File: src/rtl/clipped_arc_if.sv
// Shape-engine bus between the shape sequencer (master) and clipped_arc (slave).
// Carries the start/done handshake, the latched draw parameters and the VGA plot port.
// Ports: start/done handshake; centre, radius, colour, octant mask, clip box; vga_x/y/colour/plot.
interface clipped_arc_if #(
    parameter int XW = 8,
    parameter int YW = 7,
    parameter int RW = 8,
    parameter int CW = 3
);
    logic          start;
    logic          done;
    logic [XW-1:0] centre_x;
    logic [YW-1:0] centre_y;
    logic [RW-1:0] radius;
    logic [CW-1:0] colour;
    logic [7:0]    octant_mask;
    logic [XW-1:0] clip_xmin;
    logic [XW-1:0] clip_xmax;
    logic [YW-1:0] clip_ymin;
    logic [YW-1:0] clip_ymax;
    logic [XW-1:0] vga_x;
    logic [YW-1:0] vga_y;
    logic [CW-1:0] vga_colour;
    logic          vga_plot;

    // Sequencer side: issues requests, watches done and the pixel stream.
    modport master (
        output start, centre_x, centre_y, radius, colour, octant_mask,
               clip_xmin, clip_xmax, clip_ymin, clip_ymax,
        input  done, vga_x, vga_y, vga_colour, vga_plot
    );

    // Engine side.
    modport slave (
        input  start, centre_x, centre_y, radius, colour, octant_mask,
               clip_xmin, clip_xmax, clip_ymin, clip_ymax,
        output done, vga_x, vga_y, vga_colour, vga_plot
    );
endinterface

File: src/rtl/clipped_arc.sv
// Midpoint circle engine with per-octant enable mask and inclusive clip window, one candidate pixel per clock.
// Latency: 1 INIT cycle + 8 cycles per (ox,oy) iteration, then done; independent of mask/clip/screen.
// Backpressure: none on the plot port; start is a level request held until done, done held while start stays high.
// Ports: clk, rst (sync, active-high); bus = clipped_arc_if.slave (request/done, draw params, VGA plot port).
module clipped_arc #(
    parameter int XW       = 8,
    parameter int YW       = 7,
    parameter int RW       = 8,
    parameter int CW       = 3,
    parameter int SCREEN_W = 160,
    parameter int SCREEN_H = 120
) (
    input  logic         clk,
    input  logic         rst,
    clipped_arc_if.slave bus
);
    // Candidate width: wide enough that centre +/- radius never wraps.
    localparam int MW = (XW > YW) ? ((XW > RW) ? XW : RW) : ((YW > RW) ? YW : RW);
    localparam int SW = MW + 2;
    // Decision variable needs a little more headroom than the coordinates.
    localparam int DW = SW + 2;

    localparam logic signed [SW-1:0] ZERO_S = '0;
    localparam logic signed [DW-1:0] ZERO_D = '0;
    localparam logic signed [SW-1:0] SCR_W  = SW'(SCREEN_W);
    localparam logic signed [SW-1:0] SCR_H  = SW'(SCREEN_H);

    typedef enum logic [1:0] {S_IDLE, S_INIT, S_PLOT, S_DONE} state_t;

    state_t                 state_q, state_d;
    logic [XW-1:0]          cx_q, cx_d, xmin_q, xmin_d, xmax_q, xmax_d;
    logic [YW-1:0]          cy_q, cy_d, ymin_q, ymin_d, ymax_q, ymax_d;
    logic [RW-1:0]          r_q, r_d;
    logic [CW-1:0]          col_q, col_d;
    logic [7:0]             mask_q, mask_d;
    logic signed [SW-1:0]   ox_q, ox_d, oy_q, oy_d;
    logic signed [DW-1:0]   crit_q, crit_d;
    logic [2:0]             oct_q, oct_d;

    // Datapath temporaries
    logic signed [SW-1:0]   cx_s, cy_s, dx, dy, cand_x, cand_y;
    logic signed [SW-1:0]   xmin_s, xmax_s, ymin_s, ymax_s;
    logic                   on_screen, in_clip;
    logic signed [SW-1:0]   ox_n, oy_n;
    logic signed [DW-1:0]   ox_w, oy_w;

    // Candidate pixel for the current octant, plus its visibility tests.
    always_comb begin
        cx_s   = $signed({{(SW-XW){1'b0}}, cx_q});
        cy_s   = $signed({{(SW-YW){1'b0}}, cy_q});
        xmin_s = $signed({{(SW-XW){1'b0}}, xmin_q});
        xmax_s = $signed({{(SW-XW){1'b0}}, xmax_q});
        ymin_s = $signed({{(SW-YW){1'b0}}, ymin_q});
        ymax_s = $signed({{(SW-YW){1'b0}}, ymax_q});
        dx     = ox_q;
        dy     = oy_q;
        case (oct_q)
            3'd0:    begin dx =  ox_q; dy =  oy_q; end
            3'd1:    begin dx =  oy_q; dy =  ox_q; end
            3'd2:    begin dx = -oy_q; dy =  ox_q; end
            3'd3:    begin dx = -ox_q; dy =  oy_q; end
            3'd4:    begin dx = -ox_q; dy = -oy_q; end
            3'd5:    begin dx = -oy_q; dy = -ox_q; end
            3'd6:    begin dx =  oy_q; dy = -ox_q; end
            default: begin dx =  ox_q; dy = -oy_q; end
        endcase
        cand_x    = cx_s + dx;
        cand_y    = cy_s + dy;
        on_screen = (cand_x >= ZERO_S) && (cand_x < SCR_W) &&
                    (cand_y >= ZERO_S) && (cand_y < SCR_H);
        // An inverted window (min > max) rejects everything naturally.
        in_clip   = (cand_x >= xmin_s) && (cand_x <= xmax_s) &&
                    (cand_y >= ymin_s) && (cand_y <= ymax_s);
    end

    // Next state and outputs
    always_comb begin
        state_d = state_q;
        cx_d    = cx_q;
        cy_d    = cy_q;
        r_d     = r_q;
        col_d   = col_q;
        mask_d  = mask_q;
        xmin_d  = xmin_q;
        xmax_d  = xmax_q;
        ymin_d  = ymin_q;
        ymax_d  = ymax_q;
        ox_d    = ox_q;
        oy_d    = oy_q;
        crit_d  = crit_q;
        oct_d   = oct_q;
        ox_n    = ox_q;
        oy_n    = oy_q;
        ox_w    = {{(DW-SW){ox_q[SW-1]}}, ox_q};
        oy_w    = {{(DW-SW){oy_q[SW-1]}}, oy_q};

        bus.done       = 1'b0;
        bus.vga_plot   = 1'b0;
        bus.vga_x      = '0;
        bus.vga_y      = '0;
        bus.vga_colour = '0;

        case (state_q)
            S_IDLE: begin
                if (bus.start) begin
                    cx_d    = bus.centre_x;
                    cy_d    = bus.centre_y;
                    r_d     = bus.radius;
                    col_d   = bus.colour;
                    mask_d  = bus.octant_mask;
                    xmin_d  = bus.clip_xmin;
                    xmax_d  = bus.clip_xmax;
                    ymin_d  = bus.clip_ymin;
                    ymax_d  = bus.clip_ymax;
                    state_d = S_INIT;
                end
            end
            S_INIT: begin
                ox_d    = $signed({{(SW-RW){1'b0}}, r_q});
                oy_d    = ZERO_S;
                crit_d  = DW'(1) - $signed({{(DW-RW){1'b0}}, r_q});
                oct_d   = 3'd0;
                state_d = S_PLOT;
            end
            S_PLOT: begin
                // Coordinates are presented every cycle; only the strobe is qualified.
                bus.vga_x      = cand_x[XW-1:0];
                bus.vga_y      = cand_y[YW-1:0];
                bus.vga_colour = col_q;
                bus.vga_plot   = mask_q[oct_q] && on_screen && in_clip;
                oct_d          = oct_q + 3'd1;
                if (oct_q == 3'd7) begin
                    oy_n = oy_q + SW'(1);
                    oy_w = {{(DW-SW){oy_n[SW-1]}}, oy_n};
                    if (crit_q <= ZERO_D) begin
                        crit_d = crit_q + (oy_w <<< 1) + DW'(1);
                    end else begin
                        ox_n   = ox_q - SW'(1);
                        ox_w   = {{(DW-SW){ox_n[SW-1]}}, ox_n};
                        crit_d = crit_q + ((oy_w - ox_w) <<< 1) + DW'(1);
                    end
                    ox_d = ox_n;
                    oy_d = oy_n;
                    if (oy_n > ox_n) begin
                        state_d = S_DONE;
                    end
                end
            end
            default: begin // S_DONE
                bus.done = 1'b1;
                if (!bus.start) begin
                    state_d = S_IDLE;
                end
            end
        endcase
    end

    always_ff @(posedge clk) begin
        if (rst) begin
            state_q <= S_IDLE;
            cx_q    <= '0;
            cy_q    <= '0;
            r_q     <= '0;
            col_q   <= '0;
            mask_q  <= '0;
            xmin_q  <= '0;
            xmax_q  <= '0;
            ymin_q  <= '0;
            ymax_q  <= '0;
            ox_q    <= '0;
            oy_q    <= '0;
            crit_q  <= '0;
            oct_q   <= '0;
        end else begin
            state_q <= state_d;
            cx_q    <= cx_d;
            cy_q    <= cy_d;
            r_q     <= r_d;
            col_q   <= col_d;
            mask_q  <= mask_d;
            xmin_q  <= xmin_d;
            xmax_q  <= xmax_d;
            ymin_q  <= ymin_d;
            ymax_q  <= ymax_d;
            ox_q    <= ox_d;
            oy_q    <= oy_d;
            crit_q  <= crit_d;
            oct_q   <= oct_d;
        end
    end
endmodule

File: src/flat_wrapper.sv
// flat-port wrapper written by rule: the top's interface ports become plain ports
module clipped_arc_flat 
#(
    parameter int XW       = 8,
    parameter int YW       = 7,
    parameter int RW       = 8,
    parameter int CW       = 3,
    parameter int SCREEN_W = 160,
    parameter int SCREEN_H = 120
)
  (clk, rst, bus_start, bus_centre_x, bus_centre_y, bus_radius, bus_colour, bus_octant_mask, bus_clip_xmin, bus_clip_xmax, bus_clip_ymin, bus_clip_ymax, bus_done, bus_vga_x, bus_vga_y, bus_vga_colour, bus_vga_plot);
  clipped_arc_if #(.XW(XW), .YW(YW), .RW(RW), .CW(CW)) bus_i ();
  input  logic clk;
  input  logic rst;
  input wire logic [$bits(bus_i.start)-1:0] bus_start;
  input wire logic [$bits(bus_i.centre_x)-1:0] bus_centre_x;
  input wire logic [$bits(bus_i.centre_y)-1:0] bus_centre_y;
  input wire logic [$bits(bus_i.radius)-1:0] bus_radius;
  input wire logic [$bits(bus_i.colour)-1:0] bus_colour;
  input wire logic [$bits(bus_i.octant_mask)-1:0] bus_octant_mask;
  input wire logic [$bits(bus_i.clip_xmin)-1:0] bus_clip_xmin;
  input wire logic [$bits(bus_i.clip_xmax)-1:0] bus_clip_xmax;
  input wire logic [$bits(bus_i.clip_ymin)-1:0] bus_clip_ymin;
  input wire logic [$bits(bus_i.clip_ymax)-1:0] bus_clip_ymax;
  output wire logic [$bits(bus_i.done)-1:0] bus_done;
  output wire logic [$bits(bus_i.vga_x)-1:0] bus_vga_x;
  output wire logic [$bits(bus_i.vga_y)-1:0] bus_vga_y;
  output wire logic [$bits(bus_i.vga_colour)-1:0] bus_vga_colour;
  output wire logic [$bits(bus_i.vga_plot)-1:0] bus_vga_plot;
  assign bus_i.start = bus_start;
  assign bus_i.centre_x = bus_centre_x;
  assign bus_i.centre_y = bus_centre_y;
  assign bus_i.radius = bus_radius;
  assign bus_i.colour = bus_colour;
  assign bus_i.octant_mask = bus_octant_mask;
  assign bus_i.clip_xmin = bus_clip_xmin;
  assign bus_i.clip_xmax = bus_clip_xmax;
  assign bus_i.clip_ymin = bus_clip_ymin;
  assign bus_i.clip_ymax = bus_clip_ymax;
  assign bus_done = bus_i.done;
  assign bus_vga_x = bus_i.vga_x;
  assign bus_vga_y = bus_i.vga_y;
  assign bus_vga_colour = bus_i.vga_colour;
  assign bus_vga_plot = bus_i.vga_plot;
  clipped_arc #(.XW(XW), .YW(YW), .RW(RW), .CW(CW), .SCREEN_W(SCREEN_W), .SCREEN_H(SCREEN_H)) u_core (.clk(clk), .rst(rst), .bus(bus_i));
endmodule
File: config.mk
export PLATFORM = sky130hd
export DESIGN_NAME = clipped_arc_flat
export DESIGN_NICKNAME = d
export VERILOG_FILES = /design/src/rtl/clipped_arc_if.sv /design/src/rtl/clipped_arc.sv /design/src/flat_wrapper.sv
export SDC_FILE = /design/constraint.sdc
export NUM_CORES = 1
export LEC_CHECK = 0
export CORE_AREA = 8 8 136 138
export CTS_CLUSTER_SIZE = 24
export DETAILED_ROUTE_END_ITERATION = 16
export DIE_AREA = 0 0 144 146
export GPL_ROUTABILITY_DRIVEN = 0
export PLACE_DENSITY_LB_ADDON = 0.3
export SYNTH_ARGS = -nofsm -noshare
export SYNTH_HDL_FRONTEND = slang
export SYNTH_SLANG_ARGS = --single-unit
File: constraint.sdc
create_clock -name clk -period 8.25 [get_ports clk]
set_input_delay 2.0625 -clock clk [delete_from_list [all_inputs] [get_ports clk]]
set_output_delay 2.0625 -clock clk [all_outputs]
set_load 0.03 [all_outputs]
==> impl_results.md <==
* Status: completed
* Syn_area_per_cell at roughly 7.2 um^2
* R2R Path End: u_core.crit_q[11]$_SDFFE_PP0P_
* CP max stage delay at 0.73 ns
* GRT overflow at 0
* First-pass GRT wire length at 39.9 mm
* Post-DP HPWL at ~18 mm
* Power share of the combinational group at 65.1%
* CTS tree: yes
* Crit-path cells: inv_1, ha_1, or3b_1, nor3_1, nor2_1, nand2_1, nand3_1, o21a_1, o22a_1, ha_1, o21a_1, nor2_1, a21oi_1, xor2_1, ha_1, a31oi_1, o41ai_1, o22a_1, nor4_2, clkdlybuf4s50_1
* Final worst slack at roughly 0.48 ns
* PwrDens at 330 nW/um^2
* Worst path slowest cell: clkdlybuf4s50_1
* Area of the die at 21,000 um^2
* Crit-path max FO at 11
* Syn nets at 1,382
* Hold wc startpoint: u_core.col_q[1]$_SDFFE_PP0P_
* Post-synth top area share at a little under a quarter
* Final nets at 1,423
* Startpoint types: register
* Synthesized cell area at 8780 um^2
* CTS Buf Count at 9
* Largest net degree at the start of global routing at 102
* RSZ-0062 raised after global routing: no
* Seq pwr share at about a fifth
* Routed WL per cell at 16.5 um
* Cell Int Power at 1.71 mW
* PortBufs at 86
* Most common cell after layout, fill and taps aside: nand2_1
* Area Growth Syn to Fin at 14.6%
* Req. time, crit path at between 6 and 7 ns
* Final setup viols at 0
* Tightest Pin Transition at 1.10 ns
* Worst rel slew slack at 26.7%
* Worst skew pair latency at between 0.3 and 0.4 ns
* Post-Layout Cell Count at 1,479
* Synth area leader: dfxtp_1
* Hold path cells at 2
* Hold Slack at around 0.45 ns
* GRT Util Overall at 23.2%
* Synth Instances at 1,213
* Ranking of synthesized cells by area: dfxtp_1 (23%), ha_1 (14%), nand2_1 (8.6%)
* Worst Skew at 0.0126 ns
* 1st-iter DRT viols at 577
* Critical Path End Type: primary output
* FF-to-FF Start: u_core.oy_q[0]$_SDFFE_PP0P_
* Reg2reg setup slack at 3.51 ns
* Clock share of power at 13.8%
* Kind of critical path: reg -> out
* Via count at 8,676
* Final wirelength at about 24 mm
* Most Frequent Cell on Critical Path: ha_1
* Routed Antenna Nets at 0
* Minimum clock period at roughly 7.8 ns
* Initial core utilization at 53.9%
* Hold path endpoint: u_core.col_q[1]$_SDFFE_PP0P_
* H-tree Lvls at 3
* LEAKAGE at 4.16 nW
* Post-CTS Hold Buffers at 0
* Layout cell share with drive strength beyond 1 at 3.73%
* CTS root buf: clkbuf_16
* Clock Tree Buf Depth at 2
* DRT Pass-1 Iters at 6
* Post-Place Worst Slack at 0.835 ns
* Number of cell rows at 47
* Data arrival time of the worst path at 5.71 ns
* Commonest non-fill, non-tap cells in the layout: nand2_1 (201), a21oi_1 (138), nor2_1 (116)
* Core Area at 16,300 um^2
* Async set or reset register ratio after synthesis at 0%
* Hold WC Path Type: reg -> reg
* Fin Setup TNS at 0 ns
* Seq/Total Area, Yosys at between 20% and 30%
* Yosys reg bits at 101
* Switching power at 1.61 mW
* Cells on worst reg2reg path at 18
* Pins Over Slew Limit at 0
* Sw Share at between 40% and 50%
* Hold Violations, Final at 0
* Placed Instances at 1,463
* CTS clk-pin slew, worst paths at ~0.070 ns
* Final Cycle Share at 94.2%
* Remaining DRCs at 0
* Clock sink total at 101
* Fmax at 129 MHz
* Via-to-Cell Ratio at 5.87
* Yosys Warn Count at 0
* Die width at 144 um
* # diodes at 0
* I/O pins at 87
* Number of synthesized flops with an enable pin at 0
* Max IR drop VDD at 0.000145 V
* Final Core Density at 61.7%
* Initial antenna violation count at 0
* Max Cap Violations at 0
* Vias in the first global route at between 8,000 and 9,000
* Main synth FF type: dfxtp_1
* Synth cell types at 77
* Height of the chip at 146 um
flip-flops by register name, summed over array words and instances, names as in the netlist, 7 cells and up:
register       cells
u_core.crit_q     12
u_core.ox_q       10
u_core.oy_q       10
u_core.cx_q        8
u_core.mask_q      8
u_core.r_q         8
u_core.xmax_q      8
u_core.xmin_q      8
u_core.cy_q        7
u_core.ymax_q      7
u_core.ymin_q      7
cell usage after synthesis (all sizes together), types with 7 or more instances:
cell type	count
dfxtp	101
mux2i	8
nor3	33
nor2b	9
buf	9
a31oi	7
a21oi	138
and3	7
or3	12
xnor2	40
ha	97
o21a	12
nor2	116
clkbuf	56
a211oi	27
nand3	21
nor4	13
o211ai	8
and2	17
a21o	13
inv	63
xor2	33
nand2b	13
o21ai	66
nand2	202
a22oi	11
per-layer routing:
layer	wire length (um)	up-vias	part of all wire [%]	track usage [%]
met5	0	-	0	0
met4	665	0	2.7	8.78
met3	1680	59	6.9	5.22
met2	11000	292	45	36.1
met1	11000	4002	45	30.3
li1	-	4323	-	-
logic make-up after synthesis:
kind of cell	count (synthesis)	synth area share (%)
buffers and inverters	129	5.72
adder cells (fa/ha/maj)	103	15.1
AO/OA/AOI/OAI	332	23.2
XOR/XNOR	74	7.54
flip-flops	101	23.0
AND/OR/NAND/NOR	462	23.7
multiplexers	12	1.68
power by group through the flow:
stage	registers, mW	logic [mW]	clock network [mW]
floorplan	0.649	1.66	0
global placement	0.703	2.08	0
detailed placement	0.707	2.13	0
CTS	0.696	2.14	0.469
global route	0.711	2.41	0.484
finish	0.699	2.16	0.459
how the worst max path moves through the flow:
| stage | from | endpoint | slack (ns) | cells past startpoint |
|---|---|---|---|---|
| 6_report | u_core.oy_q[0]$_SDFFE_PP0P_ | bus_vga_plot | 0.48 | 20 |
| 3_3_place_gp | u_core.oct_q[0]$_SDFFE_PP0N_ | bus_vga_plot | 1.05 | 20 |
| 3_5_place_dp | u_core.oct_q[0]$_SDFFE_PP0N_ | bus_vga_plot | 0.83 | 20 |
| 2_1_floorplan | u_core.oct_q[0]$_SDFFE_PP0N_ | bus_vga_plot | 1.57 | 16 |
| 5_1_grt | u_core.oy_q[0]$_SDFFE_PP0P_ | bus_vga_plot | 0.14 | 20 |
| 4_1_cts | u_core.oct_q[0]$_SDFFE_PP0N_ | bus_vga_plot | 0.42 | 20 |
repair_timing:
item,in CTS,in global routing
endpoints found under the hold margin,0,0
gates resized for setup,0,2
setup endpoints to repair,0,1
setup buffers,0,0
critical path: cells and delay by family (launching register included):
kind	cells	cell delay, ns
flops	1	0.43
fa+ha+maj	3	0.99
xor+xnor	1	0.35
buf+inv	2	0.95
simple gates	7	1.34
compound gates	7	1.32
through the flow:
step	power, mW	cell area, um^2
after floorplan	2.31	8780
after global placement	2.78	9720
after detailed placement	2.83	9720
after CTS	3.31	10000
after global routing	3.61	10100
final	3.32	10100
cell type report:
class                      count  area [um^2]
sequential                   101         2020
clock buffer                  12          267
tap                          220          275
fill                        1513         6230
multi-input combinational    983         6270
clock inverter                 4         52.6
inverter                      64          240
timing repair buffer          95          926
Power figures use the tool's default switching activity.
